### config.mk
export PLATFORM = sky130hd
export DESIGN_NAME = pipe_buffer
export DESIGN_NICKNAME = d
export VERILOG_FILES = /design/src/rtl/pipe_buffer.sv
export SDC_FILE = /design/constraint.sdc
export NUM_CORES = 1
export LEC_CHECK = 0
export BUFFER_PORTS_ARGS = -buffer_cell sky130_fd_sc_hd__buf_2
export CAP_MARGIN = 25
export CORE_MARGIN = 8
export CORE_UTILIZATION = 55
export CTS_BUF_LIST = sky130_fd_sc_hd__clkbuf_16
export CTS_CLUSTER_SIZE = 40
export DETAILED_ROUTE_END_ITERATION = 16
export GPL_ROUTABILITY_DRIVEN = 0
export MAX_ROUTING_LAYER = met4
export PLACE_DENSITY = 0.87
export SKIP_LAST_GASP = 1
export SYNTH_ARGS = -nofsm -noshare
export SYNTH_HDL_FRONTEND = slang
export SYNTH_SLANG_ARGS = --single-unit
### constraint.sdc
create_clock -name clk_i -period 13.9 [get_ports clk_i]
set_input_delay 1.39 -clock clk_i [delete_from_list [all_inputs] [get_ports clk_i]]
set_output_delay 1.39 -clock clk_i [all_outputs]
set_load 0.005 [all_outputs]
### src/rtl/pipe_buffer.sv
// ---------------------------------------------------------------------------
// pipe_buffer
// Small circular FIFO between instruction fetch and decode. It holds
// {PC+4, instruction} pairs, presents the head entry to decode with a
// one-cycle latency, and drives a NOP bubble (all zeros) whenever it is empty.
// A flush discards every held entry. The number of entries discarded by
// flushes is accumulated in a saturating drop counter.
//
// Ports
//   clk_i       : clock; all state changes on its rising edge
//   rst_n_i     : synchronous active-low reset
//   in_valid_i  : fetch offers an entry
//   in_ready_o  : the buffer has room; decoded from registered occupancy only
//   pc_i        : PC+4 of the offered entry
//   instr_i     : instruction of the offered entry
//   flush_i     : discard all held entries; has priority over push and pop
//   out_valid_o : the head entry is valid
//   out_ready_i : decode consumes the head (low = stall)
//   pc_o        : head PC+4, or 0 when empty
//   instr_o     : head instruction, or 0 when empty
//   count_o     : number of occupied entries
//   drop_cnt_o  : cumulative entries discarded by flush (saturating)
// ---------------------------------------------------------------------------
module pipe_buffer #(
  parameter int PC_W    = 32,
  parameter int INSTR_W = 32,
  parameter int DEPTH   = 2,
  parameter int CNT_W   = 16
) (
  input  logic                     clk_i,
  input  logic                     rst_n_i,
  input  logic                     in_valid_i,
  output logic                     in_ready_o,
  input  logic [PC_W-1:0]          pc_i,
  input  logic [INSTR_W-1:0]       instr_i,
  input  logic                     flush_i,
  output logic                     out_valid_o,
  input  logic                     out_ready_i,
  output logic [PC_W-1:0]          pc_o,
  output logic [INSTR_W-1:0]       instr_o,
  output logic [$clog2(DEPTH):0]   count_o,
  output logic [CNT_W-1:0]         drop_cnt_o
);

  localparam int AW = $clog2(DEPTH);
  localparam int CW = AW + 1;
  localparam int EW = PC_W + INSTR_W;
  // The saturating sum must be wide enough for both the drop counter and the
  // occupancy count, plus a carry bit to detect overflow.
  localparam int SW = ((CNT_W > CW) ? CNT_W : CW) + 1;

  localparam logic [CW-1:0] DEPTH_C    = CW'(DEPTH);
  localparam logic [SW-1:0] DROP_MAX_C = {{(SW-CNT_W){1'b0}}, {CNT_W{1'b1}}};

  logic [EW-1:0]    mem_r [DEPTH];
  logic [AW-1:0]    wr_ptr_r, wr_ptr_nxt_s;
  logic [AW-1:0]    rd_ptr_r, rd_ptr_nxt_s;
  logic [CW-1:0]    count_r, count_nxt_s;
  logic [CNT_W-1:0] drop_r, drop_nxt_s;
  logic [SW-1:0]    drop_sum_s;
  logic [EW-1:0]    head_s;
  logic             push_s;
  logic             pop_s;

  // Handshake flags, all derived from registered occupancy.
  assign in_ready_o  = (count_r < DEPTH_C);
  assign out_valid_o = (count_r != {CW{1'b0}});
  assign push_s      = in_valid_i & in_ready_o & ~flush_i;
  assign pop_s       = out_valid_o & out_ready_i & ~flush_i;
  assign count_o     = count_r;
  assign drop_cnt_o  = drop_r;

  // Next-state for pointers, occupancy and the saturating drop counter.
  always_comb begin
    wr_ptr_nxt_s = wr_ptr_r;
    rd_ptr_nxt_s = rd_ptr_r;
    count_nxt_s  = count_r;
    drop_nxt_s   = drop_r;
    drop_sum_s   = SW'(drop_r) + SW'(count_r);

    if (flush_i) begin
      wr_ptr_nxt_s = {AW{1'b0}};
      rd_ptr_nxt_s = {AW{1'b0}};
      count_nxt_s  = {CW{1'b0}};
      if (drop_sum_s > DROP_MAX_C) begin
        drop_nxt_s = {CNT_W{1'b1}};
      end else begin
        drop_nxt_s = drop_sum_s[CNT_W-1:0];
      end
    end else begin
      // DEPTH is a power of two, so natural pointer overflow is the wrap.
      if (push_s) begin
        wr_ptr_nxt_s = wr_ptr_r + {{(AW-1){1'b0}}, 1'b1};
      end else begin
        wr_ptr_nxt_s = wr_ptr_r;
      end
      if (pop_s) begin
        rd_ptr_nxt_s = rd_ptr_r + {{(AW-1){1'b0}}, 1'b1};
      end else begin
        rd_ptr_nxt_s = rd_ptr_r;
      end
      case ({push_s, pop_s})
        2'b10:   count_nxt_s = count_r + {{(CW-1){1'b0}}, 1'b1};
        2'b01:   count_nxt_s = count_r - {{(CW-1){1'b0}}, 1'b1};
        default: count_nxt_s = count_r;
      endcase
    end
  end

  // Control state register with synchronous active-low reset.
  always_ff @(posedge clk_i) begin
    if (!rst_n_i) begin
      wr_ptr_r <= {AW{1'b0}};
      rd_ptr_r <= {AW{1'b0}};
      count_r  <= {CW{1'b0}};
      drop_r   <= {CNT_W{1'b0}};
    end else begin
      wr_ptr_r <= wr_ptr_nxt_s;
      rd_ptr_r <= rd_ptr_nxt_s;
      count_r  <= count_nxt_s;
      drop_r   <= drop_nxt_s;
    end
  end

  // Entry storage; no reset, contents are masked while the buffer is empty.
  always_ff @(posedge clk_i) begin
    if (rst_n_i && push_s) begin
      mem_r[wr_ptr_r] <= {pc_i, instr_i};
    end
  end

  // Head entry, or a NOP bubble when nothing is held.
  always_comb begin
    head_s  = mem_r[rd_ptr_r];
    pc_o    = {PC_W{1'b0}};
    instr_o = {INSTR_W{1'b0}};
    if (out_valid_o) begin
      pc_o    = head_s[EW-1:INSTR_W];
      instr_o = head_s[INSTR_W-1:0];
    end else begin
      pc_o    = {PC_W{1'b0}};
      instr_o = {INSTR_W{1'b0}};
    end
  end

endmodule

# [After elaboration in Yosys (flattened, before gate mapping)]
# Memory sizes are Yosys's and may differ from the RTL's. A register that Yosys moved wholly into a read port is not among the register bits.
# Cells that the tools add are included.
[totals] reg_bits=20 n_memories=1 wordCells=32 input_bits=69 out_inout_bits=84 mem_bits_ro=0 ram_bits=128 latch_bits=0
[memory_table] memory="mem_r" words=2 width=64 read_ports=1 rd_clocked_by_memory_dff=1 write_ports=1 line="55" text="logic [EW-1:0] mem_r [DEPTH];"
[classes] div_mod_pow=0 mul=0 n_bitwise=6 shifts=0 add_sub_neg=5 order_cmp=2 eq_ne=2 mux=8 n_reduce_logical=4
[ops] cell="32-bit two-way mux" n=2
[ops] cell="16-bit by 2-bit adder with 17-bit output" n=1
[ops] cell="17-bit by 16-bit greater-than comparator with 1-bit output (second input constant)" n=1
[ops] cell="16-bit two-way mux" n=1
[ops] cell="1-bit bitwise AND" n=4
[ops] cell="1-bit two-way mux" n=4
[ops] cell="2-bit one-hot mux with 2 select lines" n=1
[ops] cell="2-bit nonzero test" n=2
[ops] cell="1-bit adder (second input constant)" n=2
[ops] cell="2-bit by 1-bit adder with 2-bit output (second input constant)" n=1
[ops] cell="2-bit by 1-bit == test with 1-bit output (second input constant)" n=1
[ops] cell="2-bit == test (second input constant)" n=1
[ops] cell="2-bit < comparator (second input constant)" n=1
[ops] cell="1-bit NOT" n=2
[ops] cell="2-bit OR reduction" n=1
[ops] cell="2-bit by 1-bit subtractor with 2-bit output (second input constant)" n=1
[ops] cell="1-bit logical AND" n=1

# [Longest topological paths before layout]
[logic_depth] word_depth=6 depth_mapped=8

# [Worst setup path after synthesis]
# OpenSTA, ideal clock, no wires.
[synth_path] path_kind="input to register" startpoint="input port rst_n_i" endpoint="memory mem_r[0][0] in the netlist's numbering (enable)" path_slack_ns=6.995 n_path_buf=2 path_stages=4 setup_time_ns=0.565 arrival_time_ns=6.340 cell_sequence="clkbuf_1 -> inv_1 -> clkbuf_1 -> nor3_1"
[synth_via] elab_chain_len=3
[synth_rtl] item="start, declared" line="31" text="input logic rst_n_i,"
[synth_rtl] item="1-bit logical AND" line="127" text="if (rst_n_i && push_s) begin"
[synth_rtl] item="1-bit two-way mux" line="127"
[synth_rtl] item="1-bit two-way mux (implied by the code)" line="128" text="mem_r[wr_ptr_r] <= {pc_i, instr_i};"
[synth_rtl] item="end, declared" line="55"
# No other way between the ends.

# [Final worst setup path]
[layout_path] startpoint="register count_r[1], in the netlist count_o[1]" endpoint="output port instr_o[19]"
[layout_via] elab_chain_len=2
[layout_rtl] item="start, declared" line="58" text="logic [CW-1:0] count_r, count_nxt_s;"
[layout_rtl] item="start signal, assigned" line="115" text="count_r <= {CW{1'b0}};"
[layout_rtl] item="start signal, assigned" line="120" text="count_r <= count_nxt_s;"
[layout_rtl] item="2-bit nonzero test" line="67" text="assign out_valid_o = (count_r != {CW{1'b0}});"
[layout_rtl] item="32-bit two-way mux" line="137" text="if (out_valid_o) begin"
[layout_rtl] item="end, declared" line="40" text="output logic [INSTR_W-1:0] instr_o,"
# No other way between the ends.

==> summary.md <==
| Metric | Value |
|---|---|
| Status | `finished, final reports clean` |
| Pin count of the biggest net entering global routing | `65` |
| Post-CTS Setup Repair Bufs | `0` |
| Switching pwr | `0.188 mW` |
| Netlist Area Pre-Place | `5910 um2` |
| Crit path time final | `3.52 ns` |
| Tightest Hold Check Type | `flip-flop to flip-flop` |
| DRC | `0` |
| WP data required | `12.51 ns` |
| Setup TNS | `0 ns` |
| Slew @ Worst Pin | `0.655 ns` |
| Leak | `2.85 nW` |
| Clk_skew | `0.00751 ns` |
| CP arrival | `2.13 ns` |
| Net Sw Frac | `18.6%` |
| CTS tree | `yes` |
| Drt wl/cell | `18.3 um` |
| TritonRoute pass-1 iters | `5` |
| H-Tree Depth | `4` |
| Compound-Gate Fraction of Synth Area | `3.13%` |
| Yosys reg bits | `149` |
| Via Count | `3847` |
| Synthesis Warnings | `0` |
| Rel. slew slack | `56.2%` |
| Worst setup SP type | `flip-flop` |
| Critical Path Start | `count_o[1]$_SDFFE_PP0P_` |
| # rows | `38` |
| Core box area | `10700 um2` |
| Nets | `633` |
| Final instance area | `7460 um2` |
| Io pins | `153` |
| Die area | `14300 um2` |
| Initial antenna violation count | `1` |
| Final Cycle Share | `25.3%` |
| Total Routing Usage GR | `18.7%` |
| # setup viols final | `0` |
| Most instantiated cells after synthesis | `128 x edfxtp_1, 80 x nor2_1, 64 x mux2i_1` |
| Reg2reg setup slack | `11.66 ns` |
| Xor/xnor share of the synthesized area | `0.889%` |
| PostCTS Resize Cnt | `0` |
| Post-synthesis mux area share | `10.8%` |
| Max FO, Critical Path | `37` |
| Hold path cells | `2` |
| Sequential share of power | `49.1%` |
| Dpl hpwl | `8.95 mm` |
| Root Driver | `clkbuf_16` |
| Post-Synth Simple-Gate Area | `10.1%` |
| Async SR Flop Fraction | `0%` |
| Pre-CTS setup slack | `10.81 ns` |
| Clk pin slew, worst setup/hold paths | `0.06 ns` |
| FF-to-FF End | `drop_cnt_o[7]$_SDFFE_PN0P_` |
| Chip Height | `120 um` |
| Hold Path Origin | `rd_ptr_r$_SDFFE_PP0P_` |
| Sink Count | `149` |
| PwrDens | `136 nW/um2` |
| RSZ-0062 raised after global routing | `no` |
| Starting density of the core | `55.5%` |
| Ranking of synthesized cells by area | `edfxtp_1 65%, mux2i_1 11%, dfxtp_1 7.1%, nor2_1 5.1%, a21oi_1 1.1%` |
| Syn_nets | `475` |
| Die X | `120 um` |
| Mean Syn Cell Area | `14.7 um2` |
| Count leader, synth | `edfxtp_1` |
| VDD IR max | `72.3 uV` |
| Post-Place Cell Area | `6820 um2` |
| Max_cap viols | `0` |
| IO buf count | `152` |
| Cts hold-fix bufs | `0` |
| Yosys top cell area share | `65.0%` |
| GR Overflow Total | `0` |
| Max Fclk | `0.284 GHz` |
| CP Capture Type | `primary output` |
| Ys flop type | `edfxtp_1` |
| Bufs on Longest Clock Path | `2` |
| Combinational family with the most area after synthesis | `multiplexers` |
| DR vias/cell | `5.41` |
| First DRT Iteration DRCs | `282` |
| Post-Layout Cell Count | `711` |
| CTS Buf Count | `17` |
| Max Slew Vio Count | `0` |
| Sequential share of the synthesized area | `72.2%` |
| Power share of the clock group | `46.8%` |
| Clk_lat worst skew | `0.40 ns` |
| First-pass GRT wire length | `20.5 mm` |
| FF-to-FF path depth | `6` |
| Post-synth top area cell | `edfxtp_1` |
| Synthesis-to-layout area growth | `26.2%` |
| Worst r2r src | `count_o[0]$_SDFFE_PP0P_` |
| Unique masters post-synth | `42` |
| Int Pwr | `0.824 mW` |
| Vias in the first global route | `3997` |
| Post-Synthesis Cells | `402` |
| Adder-cell share of the synthesized area | `0.974%` |
| Post-route ant nets | `0` |
| Worst hold slack | `0.516 ns` |
| Count of final hold-check violations | `0` |
| Fraction of layout cells with a size suffix above 1 | `34.7%` |
| Routed wire length | `13.0 mm` |
| Placed Instances | `680` |
| Critical path type | `flip-flop to primary output` |
| Power share of the combinational group | `4.1%` |
| Number of synthesized flops with an enable pin | `128` |
| PnR worst setup slack | `10.38 ns` |
critical path: stages, from the launching register on:
cell and delay [ns]:
dfxtp_1 0.41, nor2_4 0.57, buf_4 0.46, nor2_1 0.11, buf_2 0.14
routing by layer:
layer	routed length, um	part of all wire [%]	track usage, %
met1	5140	39	21.4
met3	1080	8.3	6.39
met4	102	0.78	5.39
met2	6700	51	30.8
met5	0	0	-
cells by family (layout without fill, tap and decap cells):
logic type | Yosys count | count (layout)
mux | 64 | 64
flops | 149 | 149
other cells | 0 | 1
fa+ha+maj | 4 | 4
compound gates | 29 | 29
xor+xnor | 6 | 6
buf+inv | 26 | 194
simple gates | 124 | 124
cells in the final DEF, fill, tap and decap left out, types with 3 or more instances in the layout:
cell type and n:
clkinv_2 3, buf_4 5, inv_1 7, nor3_2 4, xor2_1 3, mux2i_1 64, nor3_1 7, edfxtp_1 128
bufinv_16 5, buf_2 152, nand2_1 9, nor4_1 4, dfxtp_1 20, ha_1 3, xnor2_1 3, o21ai_0 5
nor2_1 79, nand3_1 5, a21oi_1 13, clkbuf_16 17
power by group through the flow:
stage	clock network (mW)	logic (mW)	registers, mW
after global routing	0.499	0.0454	0.498
after global placement	0	0.0377	0.507
after CTS	0.481	0.0404	0.498
after detailed placement	0	0.0400	0.508
after floorplan	0	0.0178	0.507
final	0.474	0.0411	0.497
stage by stage:
step | power [mW] | utilization, %
3_3_place_gp | 0.545 | 64.0
3_5_place_dp | 0.548 | 64.0
4_1_cts | 1.02 | 69.7
5_1_grt | 1.04 | 70.0
6_report | 1.01 | 70.0
2_1_floorplan | 0.525 | -
how the worst max path moves through the flow:
| stage | to | slack (ns) |
|---|---|---|
| after floorplan | mem_r[0][0]$_DFFE_PP_ | 7.00 |
| after global routing | pc_o[27] | 10.22 |
| final | instr_o[19] | 10.38 |
| after detailed placement | pc_o[30] | 10.81 |
| after CTS | pc_o[27] | 10.36 |
| after global placement | pc_o[31] | 10.83 |
flip-flops by register name, indices dropped and copies added (netlist names), named ones only:
signal / flops
count_o: 2
drop_cnt_o: 16
mem_r: 128
rd_ptr_r: 1
wr_ptr_r: 1
cell type report:
cell class | instances | area (um2)
diodes | 1 | 2.50
flip-flops and latches | 149 | 4270
repair buffers | 158 | 826
fillers | 710 | 3190
clock inverters | 12 | 188
multi-input cells | 227 | 1550
clock buffers | 17 | 425
inverters | 7 | 26.3
well taps | 140 | 175
Power figures use the tool's default switching activity.
